--- config.mk ---
export PLATFORM = sky130hd
export DESIGN_NAME = phase_deserializer
export DESIGN_NICKNAME = d
export VERILOG_FILES = /design/src/rtl/phase_deserializer_pkg.sv /design/src/rtl/phase_deserializer_nibble_assembler.sv /design/src/rtl/phase_deserializer.sv
export SDC_FILE = /design/constraint.sdc
export NUM_CORES = 2
export LEC_CHECK = 0
export ABC_CLOCK_PERIOD_IN_PS = 5400
export BUFFER_PORTS_ARGS = -buffer_cell sky130_fd_sc_hd__buf_2
export CAP_MARGIN = 20
export CORE_AREA = 2 2 340 342
export DETAILED_ROUTE_END_ITERATION = 12
export DIE_AREA = 0 0 342 344
export GPL_TIMING_DRIVEN = 0
export PLACE_DENSITY = 0.75
export SYNTH_ARGS = -nofsm -noshare
export SYNTH_HDL_FRONTEND = slang
export SYNTH_SLANG_ARGS = --single-unit
--- constraint.sdc ---
create_clock -name sclk -period 5.4 [get_ports sclk]
set_clock_uncertainty 0.05 [all_clocks]
set_input_delay 0.27 -clock sclk [delete_from_list [all_inputs] [get_ports sclk]]
set_output_delay 0.27 -clock sclk [all_outputs]
set_load 0.05 [all_outputs]
--- src/rtl/phase_deserializer_pkg.sv ---
// phase_deserializer_pkg: shared FSM encoding, nibble width and frame-size helpers
package phase_deserializer_pkg;
  typedef enum logic [1:0] {IDLE, RECV, DONE} state_t;
  localparam int NIB_W = 4;
  function automatic int frame_bits(int n);
    return NIB_W * n;
  endfunction
  function automatic int cnt_w(int n);
    return $clog2(NIB_W * n + 1);
  endfunction
  function automatic int idx_w(int n);
    return (n > 1) ? $clog2(n) : 1;
  endfunction
endpackage

--- src/rtl/phase_deserializer_nibble_assembler.sv ---
// nibble_assembler: groups captured frame bits into nibbles and pulses nib_valid per nibble
//   sclk/rst_n : clock, async active-low reset
//   first      : first bit of a frame (restarts bit and nibble counters)
//   en         : a further frame bit is captured this cycle
//   din        : the bit being captured
//   nib_valid  : one-cycle pulse after the 4th bit of a nibble
//   nib_data   : completed nibble, first-received bit in [3]
//   nib_idx    : index of the completed nibble within the frame
module nibble_assembler
  import phase_deserializer_pkg::*;
#(
  parameter int n = 210
) (
  input  logic                  sclk,
  input  logic                  rst_n,
  input  logic                  first,
  input  logic                  en,
  input  logic                  din,
  output logic                  nib_valid,
  output logic [NIB_W-1:0]      nib_data,
  output logic [idx_w(n)-1:0]   nib_idx
);
  localparam int IW = idx_w(n);
  logic [2:0]    sh;
  logic [1:0]    bc;
  logic [IW-1:0] idx;
  always_ff @(posedge sclk or negedge rst_n) begin
    if (!rst_n) begin
      sh        <= '0;
      bc        <= '0;
      idx       <= '0;
      nib_valid <= 1'b0;
      nib_data  <= '0;
      nib_idx   <= '0;
    end else begin
      nib_valid <= 1'b0;
      if (first) begin
        sh  <= {2'b00, din};
        bc  <= 2'd1;
        idx <= '0;
      end else if (en) begin
        sh <= {sh[1:0], din};
        bc <= bc + 2'd1;
        if (bc == 2'd3) begin
          nib_valid <= 1'b1;
          nib_data  <= {sh, din};
          nib_idx   <= idx;
          // saturate so the index never wraps inside a frame
          idx       <= (idx == IW'(n - 1)) ? idx : idx + IW'(1);
        end
      end
    end
  end
endmodule

--- src/rtl/phase_deserializer.sv ---
// phase_deserializer: serial MSB-first frame receiver producing a 4*n-bit pattern
//   sclk/rst_n  : clock, async active-low reset
//   data_in     : serial frame bit, valid when load=1
//   load        : bit-valid strobe; must stay high for a whole frame
//   clr         : synchronous abort of a frame in progress
//   pattern     : last complete frame, first bit at the MSB
//   frame_valid : one-cycle pulse when pattern updates
//   nib_valid/nib_data/nib_idx : per-nibble completion strobe, data and index
//   short_err   : sticky, load dropped mid-frame
//   overrun     : sticky, load held high after frame completion
//   busy        : high while receiving
module phase_deserializer
  import phase_deserializer_pkg::*;
#(
  parameter int n = 210
) (
  input  logic                sclk,
  input  logic                rst_n,
  input  logic                data_in,
  input  logic                load,
  input  logic                clr,
  output logic [4*n-1:0]      pattern,
  output logic                frame_valid,
  output logic                nib_valid,
  output logic [NIB_W-1:0]    nib_data,
  output logic [idx_w(n)-1:0] nib_idx,
  output logic                short_err,
  output logic                overrun,
  output logic                busy
);
  localparam int FB = frame_bits(n);
  localparam int CW = cnt_w(n);
  state_t        state, nxt;
  logic [CW-1:0] count;
  logic [FB-1:0] shreg;
  logic          start, shift, last, abort, ovr, at_last;
  assign at_last = (count == CW'(FB - 1));
  always_ff @(posedge sclk or negedge rst_n) begin
    if (!rst_n) state <= IDLE;
    else        state <= nxt;
  end
  always_comb begin
    nxt = clr              ? IDLE :
          (state == IDLE)  ? (load ? RECV : IDLE) :
          (state == RECV)  ? (!load ? IDLE : at_last ? DONE : RECV) :
                             (load ? DONE : IDLE);
  end
  always_comb begin
    busy  = (state == RECV);
    start = !clr && load && (state == IDLE);
    shift = !clr && load && (state == RECV);
    last  = shift && at_last;
    abort = !clr && !load && (state == RECV);
    ovr   = !clr && load && (state == DONE);
  end
  always_ff @(posedge sclk or negedge rst_n) begin
    if (!rst_n) begin
      count       <= '0;
      shreg       <= '0;
      pattern     <= '0;
      frame_valid <= 1'b0;
      short_err   <= 1'b0;
      overrun     <= 1'b0;
    end else begin
      frame_valid <= last;
      // the count only matters while receiving, so every other cycle zeroes it
      count       <= start ? CW'(1) : shift ? count + CW'(1) : '0;
      if (start || shift) shreg <= {shreg[FB-2:0], data_in};
      if (last) pattern <= {shreg[FB-2:0], data_in};
      short_err   <= start ? 1'b0 : (short_err | abort);
      overrun     <= start ? 1'b0 : (overrun | ovr);
    end
  end
  nibble_assembler #(.n(n)) u_nib (
    .sclk      (sclk),
    .rst_n     (rst_n),
    .first     (start),
    .en        (shift),
    .din       (data_in),
    .nib_valid (nib_valid),
    .nib_data  (nib_data),
    .nib_idx   (nib_idx)
  );
endmodule

==> out/metrics.cfg <==
[outcome]
status=finished clean

[timing]
setup_slack_ns=2.30
maxSlewHeadroom_pct=37.4
setup_viol=0
rsz0062_at_grt=false
drv_slew=0
worst_pin_slew_ns=0.940
fin_setup_tns_ns=0
hold_slack_ns=0.0376
max_freq_mhz=323
hold_violations=0
fin_crit_ns=3.10
fin_crit_sh_pct=57.3

[placement]
io_buffers=861
dpl_cell_area_um2=70600
gp_congestion=0.850
post-place-ws_ns=2.09
place_hpwl_um=113000

[yosys]
syn_area_um2=64100
ys.flop_type=dfrtp_1
synth_edf_count=0
syn_avg_cell_area_um2=11.7
synthDistinctLibCells=39
syn_nets=5475
ys_ff_latch=1719
netlist_instances=5466
ys_top_cells_by_area=dfrtp_1 67%, nand2_1 15%, mux2_1 8.8%
synth_largest_area_cell=dfrtp_1
ys_warn_count=0
seq_area_frac_synth_pct=67.1
yosysTopAreaCellShare_pct=67.1
async_flop_share_pct=100

[clocking]
cts_buffers=166
clk_pin_slew_ns=0.07
clock_latency_ns=0.76
cts_max_path_buffers=3
cts_max_level=4
clock-root-buffer=clkbuf_16
numClockSinks=1719
cts_tree=built

[finish]
layout.cells.most_common_list=2527 x nand2_1, 1719 x dfrtp_1, 898 x buf_2
layout_commonest_cell=nand2_1
layout.nets=6522
drive_above_1_share_pct=23.8
final_cell_area_um2=76300
areaGrowthSynthToFinish_pct=19.1

[worst_setup_path]
end_kind=register
cp.arrival_ns=3.67
critPathMaxStageDelay_ns=0.54
cp_top_family=buffers and inverters
cp-start-kind=register
worst_path_most_repeated_cell=buf_4
cp_data_required_time_ns=5.98
cp_num_buf_inv=4
crit_type=reg2reg
cp_slowest_cell=buf_2
path_cells=or3b_1, clkbuf_1, nor4_2, buf_2, buf_4, buf_4, mux2_1
critPathMaxFanout=10

[power_and_ir_drop]
powerDensity_nw_per_um2=333
p_comb_share_pct=2.4
leakagePower_nw=44.8
p_sw_share_pct=21.3
total_power_mw=25.4
p_switching_mw=5.41
clock_power_share_pct=46.7
intPower_mw=20.0
ir_drop_mv=0.276
power_frac_seq_pct=50.9

[floorplanning]
io_pins=862
rows=124
die_area_um2=118000
start_util_pct=56.3
die_h_um=344
die_w_um=342
core_area_um2=114000

[global_route]
grt_max_degree=182
grt_pass1_vias=42700
grt.overflow.total=0
antenna_found_initial=4
grt_pass1_wl_um=246000
grt_usage_pct=26.9

[routing]
post_drt_via_cell_ratio=5.20
routed_wl_um=158000
num_vias=42400
drc=0
drt_first_pass_iters=5
ant_nets=0
wl_per_cell_um=19.4
drtIter0Drc=3048

[job]
maxCapViolations=0

[hold_path]
hold_path.class=in2async

## path summary, 6_finish.rpt
check | endpoint | start | cells after the start | slack (ns)
max | pattern[639] | state[1] | 7 | 2.30
min | pattern[651] | rst_n | 2 | 0.04
max reg2reg | pattern[639] | state[1] | 7 | 2.30
min reg2reg | shreg[256] | shreg[255] | 2 | 0.42
max in group asynchronous | pattern[91] | rst_n | 6 | 2.45
min in group sclk | shreg[0] | data_in | 4 | 0.26
## routing by layer
metal	global-route usage [%]	part of all wire, %	routed length, um	up-vias
met4	11.8	4.8	7550	0
met2	44.3	48	76400	1138
li1	-	-	-	19600
met5	0	0	0	-
met1	32.7	38	60600	21400
met3	8.61	8.4	13300	321
## cells by family after synthesis
group	synth area share (%)
AOI/OAI and AO/OA	0.197
muxes	15.0
buffers and inverters	2.18
DFF	67.1
adders and majority gates	0.0781
xor gates and xnor gates	0.164
and+or+nand+nor	15.2
## power groups by stage
stage | registers, mW | clock network, mW | logic (mW)
after global routing | 12.9 | 12.6 | 0.703
after CTS | 12.9 | 12.1 | 0.632
final | 12.9 | 11.9 | 0.610
after detailed placement | 13.2 | 0 | 0.624
after global placement | 13.2 | 0 | 0.584
after floorplan | 13.2 | 0 | 0.204
## cell usage after synthesis, types with 3 or more instances
cell type and number:
a21oi_1 5, a22o_1 4, buf_2 38, buf_4 35, buf_6 20, clkbuf_1 187, dfrtp_1 1719, ha_1 4
inv_1 3, mux2_1 500, mux2_2 353, nand2_1 2527, nand3_1 4, nor2_1 15, nor2b_1 3, nor3_1 5
o21ai_0 4, xnor2_1 6, xor2_1 6
## per-stage QoR
| stage | utilization [%] | std cells |
|---|---|---|
| 6_report | 67.0 | 8154 |
| 3_5_place_dp | 62.0 | 7852 |
| 2_1_floorplan | - | 5466 |
| 3_3_place_gp | 61.7 | 7839 |
| 4_1_cts | 67.0 | 8153 |
| 5_1_grt | 67.0 | 8154 |
## sequential cells by signal (all words and copies together), names as in the netlist
name / count
u_nib.bc: 2
u_nib.nib_valid: 1
short_err: 1
state: 2
u_nib.nib_data: 4
shreg: 839
u_nib.nib_idx: 8
overrun: 1
u_nib.idx: 8
u_nib.sh: 2
count: 10
frame_valid: 1
pattern: 840
## repair_timing
action,CTS,global route
hold buffers,5,0
gates resized for setup,0,0
hold endpoints to repair,198,0
setup buffers,0,0
## layout make-up
class / count / area (um2)
fillers: 8239 / 37600
clock inverters: 43 / 601
diodes: 1 / 2.50
repair buffers: 879 / 4720
multi-input cells: 3462 / 19600
well taps: 1512 / 1890
plain buffers: 282 / 1390
inverters: 3 / 11.3
flip-flops and latches: 1719 / 43000
clock buffers: 253 / 5050
## worst reg2reg max path: stages, from the launching register on
cell and delay [ns]:
dfrtp_1 0.46, or3b_1 0.37, clkbuf_1 0.13, nor4_2 0.43, buf_2 0.54, buf_4 0.38
buf_4 0.26, mux2_1 0.36
Note: power is estimated with default switching activity, not from simulation.
